[src/rtl/operand_fetch.sv]
// rtl/operand_fetch.sv - issue-side operand fetch with write scoreboard, RAW/WAW stalls,
// same-cycle writeback bypass and registered operand bundle.
module operand_fetch #(
  parameter bit BYPASS = 1'b1
) (
  input  logic        clk,
  input  logic        rst_n,
  input  logic        iss_valid,
  output logic        iss_ready,
  input  logic [3:0]  iss_src0,
  input  logic [3:0]  iss_src1,
  input  logic [3:0]  iss_dst,
  input  logic        iss_wen,
  output logic [3:0]  rd0_num,
  output logic [3:0]  rd1_num,
  input  logic [31:0] rd0_data,
  input  logic [31:0] rd1_data,
  output logic        op_valid,
  input  logic        op_ready,
  output logic [31:0] op_a,
  output logic [31:0] op_b,
  output logic [3:0]  op_dst,
  output logic        op_wen,
  input  logic        wb_valid,
  input  logic [3:0]  wb_num,
  input  logic [31:0] wb_data,
  output logic        wr_en,
  output logic [3:0]  wr_num,
  output logic [31:0] wr_data,
  output logic        sb_err
);

  // Bit 0 stays zero so r0 never reads as pending and register numbers index directly.
  logic [15:0] pending;
  logic [15:0] pending_nxt;
  logic [15:0] wb_hit;
  logic        src0_haz;
  logic        src1_haz;
  logic        waw_haz;
  logic        out_free;
  logic        accept;
  logic        dst_wen;
  logic        wb_bad;

  assign rd0_num = iss_src0;
  assign rd1_num = iss_src1;
  assign wr_en   = wb_valid && (wb_num != 4'd0);
  assign wr_num  = wb_num;
  assign wr_data = wb_data;

  // One-hot of the register being written back this cycle; r0 writebacks never hit.
  always_comb begin
    wb_hit = '0;
    if (wb_valid && (wb_num != 4'd0)) wb_hit[wb_num] = 1'b1;
  end

  always_comb begin
    if (BYPASS) begin
      src0_haz = pending[iss_src0] && !wb_hit[iss_src0];
      src1_haz = pending[iss_src1] && !wb_hit[iss_src1];
    end else begin
      src0_haz = pending[iss_src0] || wb_hit[iss_src0];
      src1_haz = pending[iss_src1] || wb_hit[iss_src1];
    end
  end

  assign waw_haz   = iss_wen && pending[iss_dst] && !wb_hit[iss_dst];
  assign out_free  = !op_valid || op_ready;
  assign iss_ready = out_free && !src0_haz && !src1_haz && !waw_haz;
  assign accept    = iss_valid && iss_ready;
  assign dst_wen   = iss_wen && (iss_dst != 4'd0);
  assign wb_bad    = wb_valid && !pending[wb_num];

  // Clear from writeback first, then set from accept, so a same-register collision stays pending.
  always_comb begin
    pending_nxt = pending & ~wb_hit;
    if (accept && dst_wen) pending_nxt[iss_dst] = 1'b1;
    pending_nxt[0] = 1'b0;
  end

  always_ff @(posedge clk or negedge rst_n) begin
    if (!rst_n) begin
      pending  <= '0;
      op_valid <= 1'b0;
      op_a     <= '0;
      op_b     <= '0;
      op_dst   <= '0;
      op_wen   <= 1'b0;
      sb_err   <= 1'b0;
    end else begin
      pending <= pending_nxt;
      if (wb_bad) sb_err <= 1'b1;
      if (accept) begin
        op_valid <= 1'b1;
        op_a     <= wb_hit[iss_src0] ? wb_data : rd0_data;
        op_b     <= wb_hit[iss_src1] ? wb_data : rd1_data;
        op_dst   <= iss_dst;
        op_wen   <= dst_wen;
      end else if (op_ready) begin
        op_valid <= 1'b0;
      end
    end
  end

endmodule

[config.mk]
export PLATFORM = sky130hd
export DESIGN_NAME = operand_fetch
export DESIGN_NICKNAME = d
export VERILOG_FILES = /design/src/rtl/operand_fetch.sv
export SDC_FILE = /design/constraint.sdc
export NUM_CORES = 1
export LEC_CHECK = 0
export CORE_MARGIN = 5
export CORE_UTILIZATION = 45
export DETAILED_ROUTE_END_ITERATION = 10
export PLACE_DENSITY = 0.85
export SYNTH_ARGS = -nofsm -noshare
export SYNTH_HDL_FRONTEND = slang
export SYNTH_SLANG_ARGS = --single-unit
[constraint.sdc]
create_clock -name clk -period 6.8 [get_ports clk]
set_clock_uncertainty 0.05 [all_clocks]
set_input_delay 0.68 -clock clk [delete_from_list [all_inputs] [get_ports clk]]
set_output_delay 0.68 -clock clk [all_outputs]
set_load 0.02 [all_outputs]
==> impl_results.md <==
- Reg clk slew, reported paths: around 0.060 ns
- Reg2reg path depth: 7
- CTS buffer count: 9
- Tcrit/Tclk final: 70.91%
- Layout Cells excl Fill: around 780
- Vias in the first global route: slightly below 5k
- Crit path time final: ~4.8 ns
- Mapped Cells: 450
- Root Buffer: clkbuf_16
- Synth Area in Adders: 0%
- Post-route ant nets: 0
- Post-route core utilization: 65.50%
- Sequential element share of the synthesized area: 40.02%
- Hold buffers post-CTS: 0
- LEAKAGE: just over 3 nW
- Port buffer count: 234
- Clock power frac: about a fifth
- P_int: 1.773 mW
- Synth Net Count: ~570
- Antenna cells: 0
- Grt ovf: 0
- Layout cells sized above 1: ~23%
- Crit path launch: wb_num[1]
- WP data required: between 6 and 7 ns
- Simple-gate area share of the yosys netlist: between 7 and 8%
- Ys Warns: 0
- Worst skew pair latency: ~0.33 ns
- Flop pwr share: ~33%
- Clock Sink Count: 86
- Initial antenna violation count: 0
- Pre-Repair DR Iteration Count: 5
- Row Count: 40
- Worst min-delay path category: flip-flop to flip-flop
- Critical path type: input pin to primary output
- Setup_tns: 0 ns
- HPWL after DPL: 12.25 mm
- Max-slew violations: 0
- Fmax: between 200 and 250 MHz
- Initial Utilization: 45.34%
- # resized after CTS: 0
- Critical path arrival: slightly above 4 ns
- Comb power frac: 47.7%
- Overall Global Routing Usage: 23.45%
- Sw frac: around 36%
- Final setup violating endpoints: 0
- Async SR Flop Fraction: 100.0%
- PD cells: between 300 and 400 nW/um^2
- First-pass GRT wire length: between 20 and 30 mm
- Setup crit end: iss_ready
- Crit end category: primary output
- Compound-Gate Fraction of Synth Area: 6.189%
- Routed vias/inst: 5.717
- Status: complete, no violations
- Final Hold Viols: 0
- Main combinational cell family by area after synthesis: multiplexers
- RSZ-0062 raised after global routing: false
- Reg area: 2152 um^2
- CTS tree: built
- Reg-to-Reg Start: pending[15]
- Synth Area in XOR/XNOR: ~1.3%
- Worst-Margin Slew: 1.086 ns
- Fin nets: 741
- Syn_area_per_cell: approximately 12 um^2
- Die ar.: approximately 14000 um^2
- Startpoint Class: input pin
- Avg WL per Cell: 21.25 um
- Max Root-Sink Buffers: 2
- Multiplexer share of the synthesized area: around 36%
- Core footprint: ~12000 um^2
- Setup repair bufs after CTS: 0
- Post-synthesis register bit count: between 80 and 90
- DR vias: ~4.4k
- H-Tree Level Count: 3
- Sw power: approximately 0.99 mW
- Slew headroom: approximately 28%
- # placed instances: approximately 760
- DRT iter0 DRCs: 216
- Final wirelength: ~16 mm
- Drc violations: 0
- CP Max Fanout: 17
- Number of synthesized flops with an enable pin: 0
- Area occupied by multi-input gates: 2724 um^2
- Distinct cell type count after synthesis: 48
- Largest net degree at the start of global routing: between 80 and 90
- Placer Congestion: between 0.9 and 1
- Worst R2R Setup Slack: 3.40 ns
- Layout fillers: approximately 910
- Worst vdd ir: about 240 uV
- Die Y-Extent: about 120 um
- Netlist Area Pre-Place: around 5400 um^2
- Area delta synth->final: 44.46%
- Die width: 119.3 um
- MaxCap Viol Count: 0
- RR Endpoint: op_a[20]
- Top_reg_cell synth: dfrtp_1
- Ports: 235
[state kept, by name (all words and copies together), names as in the netlist]
signal and count:
pending 15, op_a 32, sb_err 1, op_b 32, op_dst 4, op_wen 1, op_valid 1
[cells by family after synthesis]
logic type | count (synthesis)
xor+xnor | 8
simple gates | 67
mux | 155
flops | 86
compound gates | 52
buf+inv | 82
[worst min path at each step]
stage	startpoint	to	slack (ns)	cells after the start
global route	sb_err	sb_err	0.45	1
global placement	sb_err	sb_err	0.42	1
detailed placement	sb_err	sb_err	0.42	1
CTS	sb_err	sb_err	0.43	1
finish	sb_err	sb_err	0.43	1
floorplan	rst_n	op_a[0]	0.33	0
[power groups by stage]
stage / clock [mW] / combinational (mW) / sequential [mW]
after global placement: 0 / 1.31 / 0.893
final: 0.536 / 1.32 / 0.909
after global routing: 0.569 / 1.39 / 0.941
after floorplan: 0 / 0.425 / 1.14
after detailed placement: 0 / 1.33 / 0.915
after CTS: 0.547 / 1.33 / 0.909
[layer usage]
metal  up-vias  share of wire (%)  global-route usage [%]
met3        48                9.8                   7.170
met4         0                3.8                   11.67
met5         -                  0                       0
met1      2151                 38                   27.38
met2       266                 49                   39.07
li1       1966                  -                       -
[worst max-delay path, cell delays in order]
cell and delay (ns):
clkdlybuf4s50_1 0.73, and4bb_1 0.40, a31oi_1 0.04, or4_1 0.55
a41oi_1 0.37, nand3_1 0.52, inv_1 0.17, clkdlybuf4s50_1 0.62
[cells in the mapped netlist (6+ instances only)]
master | number | area [um^2]
mux4_2 | 15 | 337.8
dfrtp_1 | 86 | 2152
nand2_1 | 13 | 48.80
nand3_1 | 17 | 85.08
buf_2 | 10 | 50.05
buf_4 | 52 | 390.4
nor2_1 | 6 | 22.52
mux2_2 | 106 | 1194
inv_1 | 8 | 30.03
clkbuf_1 | 11 | 41.29
o21ai_0 | 27 | 135.1
mux2_1 | 30 | 337.8
[per-stage QoR]
step / hold slack, ns / total power, mW / cell area [um^2] / worst slack, ns
finish: 0.4287 / 2.763 / 7769 / 1.978
global route: 0.4471 / 2.904 / 7769 / 1.680
CTS: 0.4338 / 2.790 / 7769 / 2.008
detailed placement: 0.4155 / 2.242 / 7445 / 2.025
global placement: 0.4157 / 2.199 / 7445 / 2.087
floorplan: 0.3344 / 1.565 / 5378 / 3.573
[cells in the final DEF (no fill, tap or decap), drive strengths merged, types with 9 or more instances in the layout]
cell           instances
clkbuf                11
clkdlybuf4s50        233
dfrtp                 86
inv                    9
mux2                 136
mux4                  15
nand2                 13
nand3                 17
o21ai                 27
[area by class of cell]
type                       instances  share of cell area, %
sequential                        86                  27.70
clock buffer                      11                  3.124
inverter                           8                 0.3865
clock inverter                     5                  1.047
timing repair buffer             236                  30.31
tap                              147                  2.368
multi-input combinational        282                  35.06
Note: power is estimated with default switching activity, not from simulation.
==> patch 1: new RTL, same flow settings <==
Set the parameter `BYPASS` to 1'b0 (it was 1'b1).
--- a/src/rtl/operand_fetch.sv
+++ b/src/rtl/operand_fetch.sv
@@ -2,5 +2,5 @@
 // same-cycle writeback bypass and registered operand bundle.
 module operand_fetch #(
-  parameter bit BYPASS = 1'b1
+  parameter bit BYPASS = 1'b0
 ) (
   input  logic        clk,
Function: changed (Yosys sat finds a counterexample within 4 cycles, from zero or initial values and one cycle with rst_n low).
==> patch 1 against the original RTL <==
- cell area is 1.3% higher
- synthesized area grew 3.0%
- non-clock buffer count up 3
- power decreased by 4.0%
- synthesized cell count shrank 6.4%
- sequential cell count unchanged
- sequential share of layout area shrank 0.36 points
- clock power decreased by 9.5%
- critical path depth unchanged
- worst setup slack better by 0.35 ns
- wire length shrank 0.14%
- global-route usage down 2.0 points
==> patch 1: results <==
{
  "dr.pass1.iters": 4,
  "mappedNetlistNets": 539,
  "synth_sequential_area_ratio_pct": 38.8,
  "drt-total-wl_mm": 16.4,
  "grt_max_degree": 53,
  "max_slew.worst_pin.slew_ns": 0.795,
  "run_status": "finished, final reports clean",
  "top_cells_by_area_synth": "dfrtp_1 (39%), mux2_4 (19%), mux2_2 (14%)",
  "vdd_drop_max_v": 0.000188,
  "clk_root_buffer_cell": "clkbuf_16",
  "place.gp.congestion": 0.885,
  "cellLeakagePower_nw": 3.30,
  "dpl.hpwl_mm": 12.2,
  "globalRouteTotalUtil_pct": 21.5,
  "layout-drive-gt1-share_pct": 28.8,
  "via_count_of_the_first_global_routing_pass": 4356,
  "synth_common_cells": "dfrtp_1 (86), mux2_4 (69), mux2_2 (68)",
  "synthDistinctLibCells": 44,
  "nNetsFinal": 718,
  "drt_iter0_drc": 321,
  "grt_pass1_wl_mm": 24.4,
  "largest_registers": "op_a: 32 flops, op_b: 32 flops, pending: 15 flops",
  "detailroute.via_count": 4127,
  "layout.filler_cells": 911,
  "antenna-diode-count": 0,
  "cts_inserted_buffers": 9,
  "path_max_fanout": 16,
  "port-buffer-count": 234
}
-- patch 1: power by group --
| part | total (W) | switching, W | leakage (nW) | internal [W] |
|---|---|---|---|---|
| combinational | 0.00131 | 0.000567 | 2.13 | 0.000741 |
| clock | 0.000485 | 0.000193 | 0.141 | 0.000291 |
| sequential | 0.000861 | 0.000142 | 1.03 | 0.000719 |
| total | 0.00265 | 0.000902 | 3.30 | 0.00175 |
-- patch 1: worst paths after layout --
kind                                  startpoint                   end  slack (ns)
max in group asynchronous                  rst_n   op_b[8]$_DFFE_PN0P_        5.39
setup / recovery                      iss_dst[0]             iss_ready        2.33
setup reg to reg           pending[13]$_DFF_PN0_  op_a[23]$_DFFE_PN0P_        3.41
min in group clk              sb_err$_DFFE_PN0P_    sb_err$_DFFE_PN0P_        0.41
hold reg to reg               sb_err$_DFFE_PN0P_    sb_err$_DFFE_PN0P_        0.41
hold / removal                             rst_n   op_a[2]$_DFFE_PN0P_        0.24
-- patch 1: stage by stage --
step	cells	utilization (%)	setup slack, ns	hold WS, ns	area, µm²
floorplan	421	-	3.74	0.334	5540
global placement	757	62.9	2.46	0.393	7580
detailed placement	757	62.9	2.35	0.409	7580
CTS	772	65.3	2.34	0.243	7870
global route	772	65.3	2.19	0.271	7870
finish	772	65.3	2.33	0.235	7870
-- patch 1: cell type report --
| type | count | share of cell area, % |
|---|---|---|
| multi-input combinational | 261 | 36.0 |
| timing repair buffer | 239 | 30.2 |
| sequential | 86 | 27.3 |
| clock buffer | 11 | 3.08 |
| tap | 168 | 2.67 |
| clock inverter | 4 | 0.604 |
| inverter | 3 | 0.143 |
-- patch 1: layer usage --
metal | up-vias | wire, µm | share of wire, % | track usage (%)
met5 | - | 0 | 0 | 0
met4 | 0 | 442 | 2.7 | 8.71
met3 | 34 | 1360 | 8.3 | 5.41
met2 | 207 | 8040 | 49 | 36.5
met1 | 2028 | 6610 | 40 | 26.0
li1 | 1858 | - | - | -
-- patch 1: cells by family (layout without fill, tap and decap cells) --
group / count (synthesis) / after routing / synth area share, %
flip-flops: 86 / 86 / 38.8
AND/OR/NAND/NOR: 49 / 49 / 5.15
multiplexers: 155 / 155 / 38.4
XOR/XNOR: 9 / 9 / 1.42
buffers and inverters: 74 / 257 / 10.3
AO/OA/AOI/OAI: 48 / 48 / 5.85
-- patch 1: critical path, cell delays in order --
cell and delay [ns]:
clkdlybuf4s50_1 0.77, mux4_2 0.56, nor2b_1 0.13, nor3_1 0.06, o2111ai_1 0.41, nand3_2 0.37
inv_1 0.14, clkdlybuf4s50_1 0.61
==> patch 2: new RTL, same settings <==
Without the edit above. Put one more register stage on the output `sb_err`, with the module's reset. The value now appears one clock later. The other outputs are not delayed to match.
--- a/src/rtl/operand_fetch.sv
+++ b/src/rtl/operand_fetch.sv
@@ -30,4 +30,6 @@
   output logic        sb_err
 );
+
+  logic sb_err_s0;
 
   // Bit 0 stays zero so r0 never reads as pending and register numbers index directly.
@@ -87,8 +89,8 @@
       op_dst   <= '0;
       op_wen   <= 1'b0;
-      sb_err   <= 1'b0;
+      sb_err_s0 <= 1'b0;
     end else begin
       pending <= pending_nxt;
-      if (wb_bad) sb_err <= 1'b1;
+      if (wb_bad) sb_err_s0 <= 1'b1;
       if (accept) begin
         op_valid <= 1'b1;
@@ -103,4 +105,12 @@
   end
 
+  always_ff @(posedge clk or negedge rst_n) begin
+    if (!rst_n) begin
+      sb_err <= '0;
+    end else begin
+      sb_err <= sb_err_s0;
+    end
+  end
+
 endmodule
 
Behaviour: not the same (Yosys sat finds a counterexample within 4 cycles, from zero or initial values and one cycle with rst_n low).
==> patch 2 against the original RTL <==
- sequential cell count rose by 1
- power fell by 5.7%
- worst setup slack got worse by 0.044 ns
- non-clock buffer count rose by 2
- cell area fell by 1.0%
- synthesized area fell by 0.35%
- wire length fell by 0.76%
- count of clock-buffer cells in the layout fell by 1
- synthesized cell count rose by 4.7%
- critical path depth fell by 1
- register-to-register slack got worse by 0.23 ns
- critical path type unchanged
==> patch 2: results <==
{
  "run_status": "finished, final reports clean",
  "detail_route.wl_per_cell_um": 20.9,
  "worst-endpoint-arrival_ns": 4.14,
  "via_count_of_the_first_global_routing_pass": 4837,
  "top_cells_by_area_synth": "dfrtp_1 (41%), mux2_2 (12%), mux2i_1 (6.9%)",
  "whs_path_depth": 0,
  "grt_max_degree": 88,
  "regToRegStartpoint": "pending[13]$_DFF_PN0_",
  "drt-total-wl_mm": 16.3,
  "drt_iter0_drc": 231,
  "vdd_drop_max_v": 0.000202,
  "max_slew.worst_pin.slew_ns": 1.21,
  "placed_cell_area_mm2": 0.00740,
  "placed_cells_incl_taps": 770,
  "globalRouteTotalUtil_pct": 22.4,
  "dpl.hpwl_mm": 12.2,
  "dr.pass1.iters": 4,
  "synth_common_cells": "dfrtp_1 (87), mux2_2 (56), buf_4 (45)",
  "worstHoldEndpoint": "sb_err$_DFF_PN0_",
  "cellLeakagePower_nw": 3.19,
  "groute.layer.met3.usage_pct": 6.87,
  "hold_path_start": "sb_err_s0$_DFFE_PN0P_",
  "nNetsFinal": 756,
  "fin_hold_ws_ns": 0.332,
  "worstReg2RegEnd": "op_b[7]$_DFFE_PN0P_",
  "path_max_fanout": 16,
  "grt_pass1_wl_mm": 25.6,
  "detailroute.via_count": 4481,
  "layout-drive-gt1-share_pct": 16.9,
  "met2_usage_pct": 39.0
}
patch 2: how the worst max path moves through the flow:
stage / from / endpoint / slack, ns / depth (start not counted)
floorplan: iss_src0[2] / iss_ready / 3.60 / 8
global placement: wb_num[0] / op_b[20]$_DFFE_PN0P_ / 1.89 / 7
detailed placement: wb_num[0] / op_dst[0]$_DFFE_PN0P_ / 1.79 / 7
CTS: wb_num[0] / iss_ready / 1.92 / 7
global route: wb_num[0] / iss_ready / 1.71 / 7
finish: wb_num[0] / iss_ready / 1.93 / 7
patch 2: area by class of cell:
type / instances / area [µm²]
timing repair buffer: 238 / 2370
clock inverter: 2 / 60.1
fill: 898 / 3880
tap: 143 / 179
clock buffer: 10 / 229
multi-input combinational: 300 / 2670
inverter: 2 / 7.51
sequential: 87 / 2180
patch 2: through the flow:
step	power, W	util, %
2_1_floorplan	0.00152	-
3_3_place_gp	0.00209	64.0
3_5_place_dp	0.00213	64.0
4_1_cts	0.00263	66.5
5_1_grt	0.00274	66.5
6_report	0.00261	66.5
patch 2: kinds of logic after synthesis:
logic type | synth area share, %
multiplexers | 28.6
AO/OA/AOI/OAI | 13.7
flip-flops | 40.6
buffers and inverters | 10.2
AND/OR/NAND/NOR | 5.46
XOR/XNOR | 1.31
patch 2: report_power, final:
group	switching (W)	total [W]	internal, W
clock network	0.000181	0.000494	0.000314
logic	0.000613	0.00125	0.000638
registers	0.000138	0.000861	0.000723
patch 2: metal layers:
| layer | wire length [µm] | share of wire [%] |
|---|---|---|
| met3 | 1440 | 8.8 |
| met1 | 6320 | 39 |
| met4 | 364 | 2.2 |
| met2 | 8220 | 50 |
| met5 | 0 | 0 |
